File: src/rtl/hamming74_decoder.sv
// hamming74_decoder
//   Receive-side Hamming(7,4) decoder with single-error correction.
//   Two-stage pipeline:
//     stage A holds the raw codeword,
//     stage B holds the corrected data, syndrome and flags.
//   One global advance signal moves both stages together.
//   Optional statistics counters are enabled by defining the macro DEC_STATS_EN.
//   Without that macro, frames_total and errors_fixed read as 0 and stats_clr
//   has no effect.
//   Codeword bit map, position p = index + 1:
//     code[0]=p1, code[1]=p2, code[2]=d0, code[3]=p4,
//     code[4]=d1, code[5]=d2, code[6]=d3
module hamming74_decoder #(
  parameter int CNT_W = 16
) (
  input  logic             clk,
  input  logic             rst,
  input  logic [6:0]       code_in,
  input  logic             in_valid,
  output logic             in_ready,
  output logic [3:0]       data_out,
  output logic             err_corrected,
  output logic [2:0]       syndrome,
  output logic             out_valid,
  input  logic             out_ready,
  input  logic             stats_clr,
  output logic [CNT_W-1:0] frames_total,
  output logic [CNT_W-1:0] errors_fixed
);

  // Even-parity checks over the positions covered by each syndrome bit.
  function automatic logic [2:0] calc_syndrome(input logic [6:0] c);
    logic s0;
    logic s1;
    logic s2;
    s0 = c[0] ^ c[2] ^ c[4] ^ c[6];
    s1 = c[1] ^ c[2] ^ c[5] ^ c[6];
    s2 = c[3] ^ c[4] ^ c[5] ^ c[6];
    return {s2, s1, s0};
  endfunction

  // A nonzero syndrome names the erroneous position; flip code[S-1] back.
  function automatic logic [6:0] correct_code(input logic [6:0] c, input logic [2:0] s);
    logic [6:0] r;
    case (s)
      3'd0:    r = c;
      3'd1:    r = c ^ 7'b000_0001;
      3'd2:    r = c ^ 7'b000_0010;
      3'd3:    r = c ^ 7'b000_0100;
      3'd4:    r = c ^ 7'b000_1000;
      3'd5:    r = c ^ 7'b001_0000;
      3'd6:    r = c ^ 7'b010_0000;
      3'd7:    r = c ^ 7'b100_0000;
      default: r = c;
    endcase
    return r;
  endfunction

  // Data bits sit at positions 3, 5, 6 and 7.
  function automatic logic [3:0] extract_data(input logic [6:0] c);
    return {c[6], c[5], c[4], c[2]};
  endfunction

  // Pipeline state
  logic       valid_a_q;
  logic       valid_a_d;
  logic [6:0] code_a_q;
  logic [6:0] code_a_d;
  logic       out_valid_q;
  logic       out_valid_d;
  logic [3:0] data_q;
  logic [3:0] data_d;
  logic [2:0] syn_q;
  logic [2:0] syn_d;
  logic       err_q;
  logic       err_d;

  logic       adv_s;
  logic [2:0] syn_a_s;
  logic [3:0] data_a_s;

  // Both stages move only when the output slot is empty or being consumed.
  assign adv_s    = !out_valid_q || out_ready;
  assign in_ready = adv_s;

  // Decode of whatever currently sits in stage A.
  assign syn_a_s  = calc_syndrome(code_a_q);
  assign data_a_s = extract_data(correct_code(code_a_q, syn_a_s));

  // Stage A next state: capture the input on advance; a missing input becomes a bubble.
  always_comb begin
    valid_a_d = valid_a_q;
    code_a_d  = code_a_q;
    if (adv_s) begin
      valid_a_d = in_valid;
      if (in_valid) begin
        code_a_d = code_in;
      end else begin
        code_a_d = code_a_q;
      end
    end else begin
      valid_a_d = valid_a_q;
      code_a_d  = code_a_q;
    end
  end

  // Stage B next state: load the decoded word on advance.
  // Data fields are kept across bubbles so they stay 0 after reset until the first word.
  always_comb begin
    out_valid_d = out_valid_q;
    data_d      = data_q;
    syn_d       = syn_q;
    err_d       = err_q;
    if (adv_s) begin
      out_valid_d = valid_a_q;
      if (valid_a_q) begin
        data_d = data_a_s;
        syn_d  = syn_a_s;
        err_d  = (syn_a_s != 3'd0);
      end else begin
        data_d = data_q;
        syn_d  = syn_q;
        err_d  = err_q;
      end
    end else begin
      out_valid_d = out_valid_q;
    end
  end

  // Pipeline registers; the asynchronous reset empties both stages.
  always_ff @(posedge clk or negedge rst) begin
    if (!rst) begin
      valid_a_q   <= 1'b0;
      code_a_q    <= 7'd0;
      out_valid_q <= 1'b0;
      data_q      <= 4'd0;
      syn_q       <= 3'd0;
      err_q       <= 1'b0;
    end else begin
      valid_a_q   <= valid_a_d;
      code_a_q    <= code_a_d;
      out_valid_q <= out_valid_d;
      data_q      <= data_d;
      syn_q       <= syn_d;
      err_q       <= err_d;
    end
  end

  assign out_valid     = out_valid_q;
  assign data_out      = data_q;
  assign syndrome      = syn_q;
  assign err_corrected = err_q;

`ifdef DEC_STATS_EN
  localparam logic [CNT_W-1:0] CNT_MAX = {CNT_W{1'b1}};
  localparam logic [CNT_W-1:0] CNT_ONE = {{(CNT_W-1){1'b0}}, 1'b1};

  // Saturating increment: an all-ones counter stays at all-ones.
  function automatic logic [CNT_W-1:0] sat_inc(input logic [CNT_W-1:0] v, input logic en);
    logic [CNT_W-1:0] r;
    if (en && (v != CNT_MAX)) begin
      r = v + CNT_ONE;
    end else begin
      r = v;
    end
    return r;
  endfunction

  logic [CNT_W-1:0] frames_q;
  logic [CNT_W-1:0] frames_d;
  logic [CNT_W-1:0] errors_q;
  logic [CNT_W-1:0] errors_d;
  logic             accept_s;
  logic             load_err_s;

  assign accept_s   = in_valid && adv_s;
  assign load_err_s = adv_s && valid_a_q && (syn_a_s != 3'd0);

  // Counter next state: a clear wins over a same-cycle increment.
  always_comb begin
    frames_d = frames_q;
    errors_d = errors_q;
    if (stats_clr) begin
      frames_d = {CNT_W{1'b0}};
      errors_d = {CNT_W{1'b0}};
    end else begin
      frames_d = sat_inc(frames_q, accept_s);
      errors_d = sat_inc(errors_q, load_err_s);
    end
  end

  // Counter registers.
  always_ff @(posedge clk or negedge rst) begin
    if (!rst) begin
      frames_q <= {CNT_W{1'b0}};
      errors_q <= {CNT_W{1'b0}};
    end else begin
      frames_q <= frames_d;
      errors_q <= errors_d;
    end
  end

  assign frames_total = frames_q;
  assign errors_fixed = errors_q;
`else
  logic unused_stats_clr;
  assign unused_stats_clr = stats_clr;
  assign frames_total     = {CNT_W{1'b0}};
  assign errors_fixed     = {CNT_W{1'b0}};
`endif

endmodule
File: config.mk
export PLATFORM = sky130hd
export DESIGN_NAME = hamming74_decoder
export DESIGN_NICKNAME = d
export VERILOG_FILES = /design/src/rtl/hamming74_decoder.sv
export SDC_FILE = /design/constraint.sdc
export NUM_CORES = 1
export LEC_CHECK = 0
export ABC_AREA = 1
export CAP_MARGIN = 25
export CORE_UTILIZATION = 45
export DETAILED_ROUTE_END_ITERATION = 16
export PLACE_DENSITY_LB_ADDON = 0.15
export SLEW_MARGIN = 40
export SYNTH_ARGS = -nofsm -noshare
export SYNTH_HDL_FRONTEND = slang
export SYNTH_SLANG_ARGS = --single-unit
File: constraint.sdc
create_clock -name clk -period 3.2 [get_ports clk]
set_clock_uncertainty 0.2 [all_clocks]
set_input_delay 0.64 -clock clk [delete_from_list [all_inputs] [get_ports clk]]
set_output_delay 0.64 -clock clk [all_outputs]
set_load 0.01 [all_outputs]
==> flow_summary.json <==
{
  "routed_wl_mm": 1.97,
  "critical_path.most_common_cell": "clkdlybuf4s50_1",
  "io_buffers": 20,
  "dr_total_vias": 906,
  "clock_latency_ps": 290,
  "dp_hpwl_mm": 1.59,
  "place_congestion": 0.757,
  "whs_ps": 46.1,
  "met1_length_microns": 872,
  "fmax_mhz": 380,
  "r2r-start": "out_valid$_DFFE_PN0N_",
  "wire_per_inst_microns": 9.47,
  "fin_tns_setup_ps": 0,
  "cp-start-kind": "input port",
  "fin_crit_ps": 2630,
  "wl_met3_microns": 105,
  "die_x_microns": 53.6,
  "cts-root-buf": "clkbuf_4",
  "status": "completed",
  "grt.overflow.total": 0,
  "slowest_delay_ps": 550,
  "io_pins": 54,
  "maxSlewViolCount": 0,
  "die_area_sq_um": 2880,
  "hold_viol": 0,
  "ctsLongestPathBuffers": 2,
  "drtAntennaViolNets": 0,
  "core-area_sq_um": 2500,
  "firstDrtPassIters": 4,
  "crit_arrival_ps": 1790,
  "crit_type": "in -> out",
  "antennaDiodeCount": 0,
  "drtIter0Drc": 13,
  "powerDensity_nw_per_um2": 623,
  "clk_pin_slew_worst_paths_ps": 100,
  "postCtsSetupBuffers": 0,
  "die_h_microns": 53.6,
  "syn_area_per_cell_sq_um": 7.69,
  "cts_resized": 0,
  "grt_pass1_wl_mm": 3.23,
  "ys_warn_count": 0,
  "drive_above_1_share": 0.163,
  "met2_length_microns": 982,
  "timing.final.crit_share": 0.822,
  "worstPathCellList": "clkdlybuf4s50_1 > nor2_1 > inv_1 > clkdlybuf4s50_1",
  "synth_cell_types": 20,
  "crit_family": "buffers and inverters",
  "tritoncts": "done",
  "rsz0062_at_grt": "false",
  "cts_buffers": 3,
  "fp-row-count": 18,
  "drc": 0,
  "p_leak_nw": 0.693,
  "syn_inst": 156,
  "grt_pass1_vias": 811,
  "area_growth_pct": 10.8,
  "path_buf_inv": 3,
  "crit_required_ps": 2360,
  "hold_buffers": 0,
  "ys_ff_latch": 17,
  "setup_viol": 0,
  "grt_usage": 0.156,
  "final_nets": 191,
  "cp_slowest_cell": "clkdlybuf4s50_1",
  "crit_fanout": 4,
  "endpoint_kind": "output port",
  "grt_max_degree": 18,
  "critPathLaunch": "out_ready",
  "min_path_type": "in -> async",
  "cap_viol_max_count": 0,
  "antenna_found_initial": 0,
  "cts.sinks": 17,
  "ir_drop_v": 0.000366,
  "routed.top_layer": "met4",
  "start_util": 0.480,
  "synth_area_sq_um": 1200,
  "ys_seq_area_frac": 0.355,
  "vias_per_cell": 4.36,
  "htreeDepth": 1
}
final cells by class:
class                           count  area (sq um)
Clock buffer                        4          26.3
Fill cell                         249          1170
Inverter                           14          55.1
Multi-Input combinational cell    123           591
Sequential cell                    17           425
Tap cell                           30          37.5
Timing Repair Buffer               20           195
worst register-to-register path: stages (launching register included):
cell and delay (ps):
dfrtp_1 390, inv_1 60, nor2_1 50, nor2_2 250, clkinv_1 290, nor2_1 160, nand3_1 80, o21ai_0 70
inv_1 50
registers in the layout (all words and copies together) (netlist names):
name / count
err_corrected: 1
code_a_q: 7
data_out: 4
syndrome: 3
valid_a_q: 1
out_valid: 1
logic make-up (layout without fill, tap and decap cells):
kind of cell	count (synthesis)	count (layout)	share of synthesized area
other	1	32	0.00313
buffers and inverters	47	38	0.250
and+or+nand+nor	76	76	0.326
DFF	17	17	0.355
AOI/OAI and AO/OA	15	15	0.0657
stage by stage:
step | total power [mW] | utilization | setup slack [ps] | cells | instance area, sq um
final | 0.828 | 0.532 | 569 | 208 | 1330
after global routing | 0.901 | 0.532 | 501 | 208 | 1330
after CTS | 0.839 | 0.534 | 566 | 208 | 1340
after detailed placement | 0.718 | 0.524 | 575 | 204 | 1310
after global placement | 0.708 | 0.524 | 570 | 204 | 1310
after floorplan | 0.597 | - | 1470 | 187 | 1320
layer usage:
metal,up-vias,GRT usage
met5,-,0
met4,0,0.0570
met3,2,0.0282
met2,33,0.271
met1,400,0.190
li1,471,-
Yosys cell counts:
| cell | number | area, sq um |
|---|---|---|
| buf_4 | 32 | 240 |
| nand2_1 | 30 | 113 |
| dfrtp_1 | 17 | 425 |
| nand2_2 | 12 | 75.1 |
| nand3_1 | 11 | 55.1 |
| nor2_1 | 11 | 41.3 |
| inv_1 | 10 | 37.5 |
| a21oi_1 | 7 | 35.0 |
| nand3_2 | 6 | 60.1 |
| o21ai_0 | 5 | 25.0 |
| nand4_1 | 3 | 18.8 |
| inv_2 | 2 | 7.51 |
| nand2_4 | 2 | 22.5 |
| o21ai_1 | 2 | 10.0 |
| a21oi_2 | 1 | 8.76 |
| buf_2 | 1 | 5.00 |
| clkinv_1 | 1 | 3.75 |
| conb_1 | 1 | 3.75 |
| inv_4 | 1 | 6.26 |
| nor2_2 | 1 | 6.26 |
placed cells by master, fill, tap and decap left out:
cell,Yosys,layout
nor2_2,1,1
buf_2,1,1
o21ai_0,5,5
nand2_2,12,12
a21oi_2,1,1
nand2_4,2,2
nand2_1,30,30
inv_2,2,2
clkdlybuf4s50_1,0,19
nand4_1,3,3
nand3_1,11,11
nand3_2,6,6
clkbuf_4,0,3
clkinv_1,1,1
dfrtp_1,17,17
a21oi_1,7,7
inv_4,1,1
conb_1,1,32
nor2_1,11,11
clkbuf_1,0,1
o21ai_1,2,2
inv_1,10,10
power breakdown:
part	total (mW)	internal (mW)	leakage [nW]	switching (mW)
clock network	0.119	0.0485	0.0150	0.0701
logic	0.394	0.172	0.485	0.222
registers	0.315	0.274	0.194	0.0413
final timing paths:
| check | endpoint | slack, ps | cells after the start |
|---|---|---|---|
| max | in_ready | 570 | 4 |
| min | data_out[2]$_DFFE_PN0P_ | 50 | 1 |
| max reg2reg | data_out[3]$_DFFE_PN0P_ | 1510 | 8 |
| min reg2reg | out_valid$_DFFE_PN0N_ | 280 | 2 |
| max in group asynchronous | code_a_q[0]$_DFFE_PN0P_ | 2470 | 1 |
| min in group clk | out_valid$_DFFE_PN0N_ | 280 | 2 |
Note: power is estimated with default switching activity, not from simulation.
